### config.mk
export PLATFORM = sky130hd
export DESIGN_NAME = multi_fetch_unit
export DESIGN_NICKNAME = d
export VERILOG_FILES = /design/src/rtl/multi_fetch_unit.sv
export SDC_FILE = /design/constraint.sdc
export NUM_CORES = 1
export LEC_CHECK = 0
export ABC_AREA = 1
export BUFFER_PORTS_ARGS = -buffer_cell sky130_fd_sc_hd__buf_2
export CELL_PAD_IN_SITES_DETAIL_PLACEMENT = 0
export CELL_PAD_IN_SITES_GLOBAL_PLACEMENT = 2
export CORE_MARGIN = 4
export CORE_UTILIZATION = 35
export CTS_CLUSTER_DIAMETER = 50
export DETAILED_ROUTE_END_ITERATION = 16
export PLACE_DENSITY = 0.83
export SETUP_SLACK_MARGIN = 0.02
export SLEW_MARGIN = 20
export SYNTH_ARGS = -nofsm -noshare
export SYNTH_HDL_FRONTEND = slang
export SYNTH_SLANG_ARGS = --single-unit
### constraint.sdc
create_clock -name clk -period 3 [get_ports clk]
set_input_delay 0.45 -clock clk [delete_from_list [all_inputs] [get_ports clk]]
set_output_delay 0.45 -clock clk [all_outputs]
set_load 0.03 [all_outputs]
### src/rtl/multi_fetch_unit.sv
// multi_fetch_unit: N independent instruction fetch channels, each with a PC, a fixed-latency ROM pipeline and an instruction FIFO.
// Define FETCH_PERF_EN to add per-channel saturating fetch/flush counters (perf_fetch_flat, perf_flush_flat).
module multi_fetch_unit #(
    parameter int                NUM_CH   = 5,
    parameter int                ADDR_W   = 16,
    parameter int                DATA_W   = 32,
    parameter int                ROM_LAT  = 2,
    parameter int                DEPTH    = 4,
    parameter logic [ADDR_W-1:0] RESET_PC = '0
) (
    input  logic                     clk,
    input  logic                     rst,
    output logic [NUM_CH-1:0]        mem_en_flat,
    output logic [NUM_CH*ADDR_W-1:0] mem_addr_flat,
    input  logic [NUM_CH*DATA_W-1:0] mem_rdata_flat,
    output logic [NUM_CH-1:0]        inst_valid,
    input  logic [NUM_CH-1:0]        inst_ready,
    output logic [NUM_CH*DATA_W-1:0] inst_flat,
    output logic [NUM_CH*ADDR_W-1:0] inst_pc_flat,
    input  logic [NUM_CH-1:0]        jump_detected,
    input  logic [NUM_CH*ADDR_W-1:0] jump_addr_flat
`ifdef FETCH_PERF_EN
    ,
    output logic [NUM_CH*32-1:0]     perf_fetch_flat,
    output logic [NUM_CH*32-1:0]     perf_flush_flat
`endif
);

    localparam int PTR_W   = $clog2(DEPTH);
    localparam int CNT_W   = $clog2(DEPTH + 1);
    localparam int OCC_W   = $clog2(DEPTH + ROM_LAT + 1);
    localparam int ENTRY_W = DATA_W + ADDR_W;

    for (genvar k = 0; k < NUM_CH; k++) begin : gCh
        logic [ADDR_W-1:0]  pc_q, pc_d;
        logic [ROM_LAT-1:0] tagValid_q, tagValid_d;
        logic [ADDR_W-1:0]  tagPc_q [ROM_LAT];
        logic [ENTRY_W-1:0] fifoMem_q [DEPTH];
        logic [PTR_W-1:0]   wrPtr_q, wrPtr_d, rdPtr_q, rdPtr_d;
        logic [CNT_W-1:0]   count_q, count_d;
        logic [OCC_W-1:0]   occupancy;
        logic [ENTRY_W-1:0] head;
        logic [ADDR_W-1:0]  jumpAddr;
        logic [DATA_W-1:0]  rdata;
        logic               jump, issue, fifoWr, fifoPop, empty;

        assign jump     = jump_detected[k];
        assign jumpAddr = jump_addr_flat[k*ADDR_W +: ADDR_W];
        assign rdata    = mem_rdata_flat[k*DATA_W +: DATA_W];
        assign empty    = (count_q == '0);
        assign fifoPop  = !empty && inst_ready[k];
        assign fifoWr   = tagValid_q[ROM_LAT-1] && !jump;

        always_comb begin
            occupancy = OCC_W'(count_q);
            for (int i = 0; i < ROM_LAT; i++) begin
                occupancy = occupancy + OCC_W'(tagValid_q[i]);
            end
        end

        // Gating with rst keeps the ROM idle while reset is held low.
        assign issue = rst && !jump && (occupancy < OCC_W'(DEPTH));

        always_comb begin
            pc_d = pc_q;
            if (jump) begin
                pc_d = jumpAddr;
            end else if (issue) begin
                pc_d = pc_q + ADDR_W'(1);
            end
        end

        always_comb begin
            tagValid_d = '0;
            if (!jump) begin
                tagValid_d[0] = issue;
                for (int i = 1; i < ROM_LAT; i++) begin
                    tagValid_d[i] = tagValid_q[i-1];
                end
            end
        end

        always_comb begin
            wrPtr_d = wrPtr_q;
            rdPtr_d = rdPtr_q;
            count_d = count_q;
            if (jump) begin
                wrPtr_d = '0;
                rdPtr_d = '0;
                count_d = '0;
            end else begin
                if (fifoWr) begin
                    wrPtr_d = wrPtr_q + PTR_W'(1);
                end
                if (fifoPop) begin
                    rdPtr_d = rdPtr_q + PTR_W'(1);
                end
                case ({fifoWr, fifoPop})
                    2'b10:   count_d = count_q + CNT_W'(1);
                    2'b01:   count_d = count_q - CNT_W'(1);
                    default: count_d = count_q;
                endcase
            end
        end

        always_ff @(posedge clk or negedge rst) begin
            if (!rst) begin
                pc_q       <= RESET_PC;
                tagValid_q <= '0;
                wrPtr_q    <= '0;
                rdPtr_q    <= '0;
                count_q    <= '0;
                for (int i = 0; i < ROM_LAT; i++) begin
                    tagPc_q[i] <= '0;
                end
            end else begin
                pc_q       <= pc_d;
                tagValid_q <= tagValid_d;
                wrPtr_q    <= wrPtr_d;
                rdPtr_q    <= rdPtr_d;
                count_q    <= count_d;
                tagPc_q[0] <= pc_q;
                for (int i = 1; i < ROM_LAT; i++) begin
                    tagPc_q[i] <= tagPc_q[i-1];
                end
            end
        end

        always_ff @(posedge clk) begin
            if (fifoWr) begin
                fifoMem_q[wrPtr_q] <= {rdata, tagPc_q[ROM_LAT-1]};
            end
        end

        // Credits reserve a FIFO slot for every in-flight read, so this can only fire on a logic bug.
        assert property (@(posedge clk) disable iff (!rst) !(fifoWr && (count_q == CNT_W'(DEPTH))));

        assign head                               = fifoMem_q[rdPtr_q];
        assign mem_en_flat[k]                     = issue;
        assign mem_addr_flat[k*ADDR_W +: ADDR_W]  = pc_q;
        assign inst_valid[k]                      = !empty;
        assign inst_flat[k*DATA_W +: DATA_W]      = empty ? '0 : head[ADDR_W +: DATA_W];
        assign inst_pc_flat[k*ADDR_W +: ADDR_W]   = empty ? '0 : head[ADDR_W-1:0];

`ifdef FETCH_PERF_EN
        logic [31:0] fetchCnt_q, flushCnt_q;

        always_ff @(posedge clk or negedge rst) begin
            if (!rst) begin
                fetchCnt_q <= '0;
                flushCnt_q <= '0;
            end else begin
                if (fifoPop && (fetchCnt_q != 32'hFFFF_FFFF)) begin
                    fetchCnt_q <= fetchCnt_q + 32'd1;
                end
                if (jump && (flushCnt_q != 32'hFFFF_FFFF)) begin
                    flushCnt_q <= flushCnt_q + 32'd1;
                end
            end
        end

        assign perf_fetch_flat[k*32 +: 32] = fetchCnt_q;
        assign perf_flush_flat[k*32 +: 32] = flushCnt_q;
`endif
    end

endmodule

### Yosys cells after proc, flatten, opt, wreduce, memory -nomap -nowiden

Memories as Yosys holds them, arrays and structs flattened.
Cells that the tools add are included.

| word-level totals | value |
|---|---|
| bits in registers | 285 |
| RAM bits | 960 |
| output and inout port bits | 330 |
| logic and storage cells | 210 |
| memories | 5 |

Memories:

| memory | depth | bits a word | rd ports | clocked after Yosys merged registers in | write ports | line | source |
|---|---|---|---|---|---|---|---|
| gCh[0].fifoMem_q | 4 | 48 | 1 | 0 | 1 | 38 | `logic [ENTRY_W-1:0] fifoMem_q [DEPTH];` |
| gCh[1].fifoMem_q | 4 | 48 | 1 | 0 | 1 | 38 |  |
| gCh[2].fifoMem_q | 4 | 48 | 1 | 0 | 1 | 38 |  |
| gCh[3].fifoMem_q | 4 | 48 | 1 | 0 | 1 | 38 |  |
| gCh[4].fifoMem_q | 4 | 48 | 1 | 0 | 1 | 38 |  |

| cells by class | value |
|---|---|
| add/subtract/negate cells | 35 |
| magnitude comparators | 5 |
| equal/unequal tests | 10 |
| muxes and demuxes | 65 |
| reduce and logical (&&, ||, !) cells | 55 |

Operator list:

| cell | number |
|---|---|
| $mux W16 | 15 |
| $mux W32 | 5 |
| $add A16 B1 Y16 const B | 5 |
| $mux W2 | 25 |
| $add A3 B1 Y3 | 10 |
| $pmux W3 S2 | 5 |
| $reduce_bool A2 Y1 | 15 |
| $add A2 B1 Y2 const B | 10 |
| $logic_and A1 B1 Y1 | 20 |
| $add A3 B1 Y3 const B | 5 |
| $logic_not A3 Y1 | 5 |
| $lt A3 B3 Y1 const B | 5 |
| $mux W3 | 5 |
| $reduce_bool A3 Y1 | 5 |
| $sub A3 B1 Y3 const B | 5 |
| $eq A2 B1 Y1 const B | 5 |
| $eq A2 B2 Y1 const B | 5 |
| $logic_not A1 Y1 | 10 |
| $mux W1 | 10 |

### Logic depth before layout (Yosys ltp)

| logic depth | value |
|---|---|
| depth in word-level cells | 6 |
| mapped depth | 10 |

### Worst setup path after synthesis

No wires, ideal clock.

| timing | value |
|---|---|
| path type | input port to flip-flop |
| from | input jump_detected[1] |
| to | memory gCh[1].fifoMem_q[0][0] (netlist bit) (enable) |
| library setup time | 0.454 ns |
| data arrival time | 2.692 ns |
| path slack | -0.146 ns |
| stages on the path | 3 |
| path through | inv_2 > nand2_1 > nor2_1 |

| on the way | value |
|---|---|
| cells in the longest elaborated chain, start to end | 4 |

Ends and longest elaborated chain:

| element | line | source |
|---|---|---|
| from (decl) | 20 | `input logic [NUM_CH-1:0] jump_detected,` |
| $logic_not A1 Y1 | - |  |
| $logic_and A1 B1 Y1 | 52 | `assign fifoWr = tagValid_q[ROM_LAT-1] && !jump;` |
| $mux W1 | 130 | `if (fifoWr) begin` |
| $mux W1 (implied by the code) | 131 | `fifoMem_q[wrPtr_q] <= {rdata, tagPc_q[ROM_LAT-1]};` |
| to (decl) | 38 |  |

Every way passes these cells.

### Worst setup path after layout

| timing | value |
|---|---|
| from | register gCh[3].rdPtr_q[0] |
| to | output inst_pc_flat[56] |

| on the way | value |
|---|---|
| cells in the longest elaborated chain, start to end | 2 |

Ends and longest elaborated chain:

| element | line | source |
|---|---|---|
| from (decl) | 39 | `logic [PTR_W-1:0] wrPtr_q, wrPtr_d, rdPtr_q, rdPtr_d;` |
| from (signal assigned) | 120 | `rdPtr_q <= rdPtr_d;` |
| $mem_v2 Z4 W48 | - |  |
| $mux W16 | 143 | `assign inst_pc_flat[k*ADDR_W +: ADDR_W] = empty ? '0 : head[ADDR_W-1:0];` |
| to (decl) | 19 | `output logic [NUM_CH*ADDR_W-1:0] inst_pc_flat,` |

Every way passes these cells.

==> results.json <==
{
  "status": "completed",
  "maxSlewViolCount": 0,
  "portBuffers": 581,
  "die_h_um": 384,
  "ff_latch_area_um2": 36000,
  "worstSkewPairLatency_ns": 0.78,
  "clk_pin_slew_ns": 0.06,
  "fp-row-count": 137,
  "grt.total_usage_pct": 17.5,
  "yosys_warnings": 0,
  "max_stage_delay_ns": 0.60,
  "cp_top_family": "flip-flops",
  "grt_pass1_wl_mm": 199,
  "startpoint_type": "flop",
  "final_cells": 7090,
  "place_inst": 6535,
  "seq_area_frac_synth_pct": 72.6,
  "cts-buffers-inserted": 149,
  "drc": 0,
  "cap_violations": 0,
  "initial_core_util_pct": 35.4,
  "drt_pre_antenna_iters": 7,
  "fillers": 12748,
  "io_pins": 582,
  "cpMaxStageDelayCell": "dfrtp_4",
  "ir_worst_vdd_mv": 0.639,
  "skew_ns": 0.0313,
  "htreeDepth": 4,
  "multi_input_area_um2": 12000,
  "design.core.area_um2": 140000,
  "via_per_inst": 4.72,
  "slew_headroom_pct": 39.7,
  "gr-total-overflow": 0,
  "rsz0062_at_grt": "yes",
  "post-route-period-util_pct": 95.6,
  "fmax_ghz": 0.349,
  "crit_required_ns": 2.55,
  "crit_fanout": 48,
  "clock_path_buffers": 3,
  "end_kind": "output port",
  "die_area_um2": 148000,
  "cts_tree": "done",
  "tightest_slew_ns": 0.904,
  "hp-class": "in -> reg",
  "period_minus_slack_ns": 2.87,
  "yosys_most_used_dff": "edfxtp_1",
  "die_x_um": 384,
  "path_cells": "clkinv_8, o21ai_0, a21oi_1, buf_2",
  "synth_cells": 4192,
  "cp_num_buf_inv": 2,
  "async_flop_share_pct": 22.9,
  "synth_fp_nets": 4479,
  "final_nets": 5365,
  "worstSetupPathType": "reg -> out",
  "setup_viol": 0,
  "postRouteWirelength_mm": 132,
  "synth-edff-count": 960,
  "gp_congestion": 0.774,
  "ys_ff_latch": 1245,
  "leakage_uw": 0.0245,
  "hold_viol_final": 0,
  "synthesis.area_um2": 49500,
  "syn2layout_area_growth_pct": 27.1,
  "vias": 33499,
  "arrival_ns": 2.42,
  "synthDistinctLibCells": 39,
  "dp_hpwl_mm": 81.4,
  "drtIter0Drc": 2145,
  "syn_avg_cell_area_um2": 11.8,
  "p_per_area_nw_per_um2": 795,
  "cts_root_buf": "clkbuf_16",
  "avgRoutedWirePerCell_um": 18.6,
  "fin_hold_ws_ns": 0.131,
  "grt_start_max_net_pins": 128,
  "ant_nets": 0,
  "layout-drive-gt1-share_pct": 20.1,
  "cts.sinks": 1245,
  "antenna_found_initial": 14,
  "first_global_vias": 32992
}
timing repair:
action	CTS	global route
hold endpoints to repair	768	0
setup endpoints to repair	189	62
resized for setup	23	20
hold buffers	247	0
pin swaps	1	5
gates cloned	3	3
buffers inserted	8	7
layer usage:
metal,vias up,routed length [um],global-route usage [%]
met5,-,22,0
met2,797,64000,28.8
li1,16243,-,-
met3,202,8120,4.26
met4,6,3620,5.66
met1,16251,55800,22.7
sequential cells by signal, summed over array words and instances (netlist names):
register and count:
gCh.wrPtr_q 10, gCh.count_q 15, gCh.tagPc_q 160, gCh.rdPtr_q 10, gCh.pc_q 80, gCh.fifoMem_q 960
gCh.tagValid_q 10
layout make-up:
class	count	area share [%]
multi-input combinational	2582	19.1
clock buffer	183	6.32
clock inverter	96	1.70
timing repair buffer	940	10.9
tap	1876	3.73
antenna	8	0.0318
sequential	1245	57.2
inverter	160	1.06
stage by stage:
| step | TNS, ns | power, uW | worst slack, ns | util (%) | instance area [um^2] |
|---|---|---|---|---|---|
| 4_1_cts | 0 | 50500 | 0.0316 | 44.8 | 62800 |
| 3_3_place_gp | 0 | 32000 | 0.314 | 39.3 | 55000 |
| 3_5_place_dp | 0 | 32000 | 0.314 | 39.3 | 55000 |
| 6_report | 0 | 50100 | 0.131 | 44.9 | 62900 |
| 5_1_grt | -0.00576 | 52400 | -0.00338 | 44.9 | 62900 |
| 2_1_floorplan | -69.07 | 27800 | -0.146 | - | 49600 |
Yosys cell counts, types with 5 or more instances:
master | instances | area, um^2
nor2_1 | 1077 | 4040
edfxtp_1 | 960 | 28800
nand2_1 | 402 | 1510
o21ai_0 | 379 | 1900
dfrtp_1 | 285 | 7130
a21oi_1 | 251 | 1260
nand3_1 | 174 | 871
inv_1 | 132 | 495
o21ai_1 | 119 | 596
clkbuf_1 | 72 | 270
buf_2 | 67 | 335
ha_1 | 30 | 375
buf_4 | 28 | 210
inv_2 | 21 | 78.8
o21a_1 | 21 | 158
buf_6 | 20 | 225
xnor2_1 | 20 | 175
nand2_2 | 17 | 106
xor2_1 | 17 | 149
nand4_1 | 16 | 100
nand3_2 | 12 | 120
nor2_2 | 12 | 75.1
clkbuf_2 | 11 | 55.1
nor2_4 | 10 | 113
buf_1 | 7 | 26.3
o21bai_1 | 7 | 52.6
fa_1 | 5 | 100
inv_4 | 5 | 31.3
report_power, final:
| group | leakage [uW] | switching (uW) | internal (uW) | total (uW) |
|---|---|---|---|---|
| clock | 0.00246 | 7370 | 10500 | 17900 |
| combinational | 0.00994 | 8430 | 3330 | 11800 |
| sequential | 0.0121 | 847 | 19600 | 20400 |
placed cells by master (no fill, tap or decap), drive strengths merged, types with 17 or more instances in the layout:
master,n
xnor2,20
clkinv,71
a21oi,254
dfrtp,285
edfxtp,960
dlygate4sd3,247
xor2,17
ha,30
nand3,188
nor2,1099
clkbuf,188
inv,171
o21a,21
o21ai,498
buf,687
nand2,420
final timing paths:
kind / slack [ns] / to / start / depth (start not counted)
min reg2reg: 0.34 / gCh[0].tagPc_q[12]$_DFF_PN0_ / gCh[0].tagPc_q[28]$_DFF_PN0_ / 0
min in group asynchronous: 0.41 / gCh[1].tagValid_q[0]$_DFF_PN0_ / rst / 3
min: 0.13 / gCh[0].pc_q[0]$_DFFE_PN0P_ / jump_addr_flat[0] / 4
max reg2reg: 0.97 / gCh[1].count_q[2]$_DFFE_PN0P_ / gCh[1].tagValid_q[1]$_DFF_PN0_ / 8
max: 0.13 / inst_pc_flat[56] / gCh[3].rdPtr_q[0]$_DFFE_PN0P_ / 4
max in group asynchronous: 1.23 / gCh[4].rdPtr_q[0]$_DFFE_PN0P_ / rst / 4
worst register-to-register path: cells and delay by family, from the launching register on:
kind	cells	cell delay, ns
and+or+nand+nor	4	0.72
buffers and inverters	1	0.07
adders and majority gates	1	0.37
xor gates and xnor gates	2	0.35
DFF	1	0.45
logic make-up (layout without fill, tap and decap cells):
logic type / count (synthesis) / count (layout) / synth area share [%]
XOR/XNOR: 37 / 37 / 0.654
AND/OR/NAND/NOR: 1726 / 1726 / 14.2
buffers and inverters: 365 / 1379 / 3.50
AO/OA/AOI/OAI: 784 / 784 / 8.14
flip-flops: 1245 / 1245 / 72.6
other: 0 / 8 / 0
adder cells (fa/ha/maj): 35 / 35 / 0.960
Note: power is estimated with default switching activity, not from simulation.
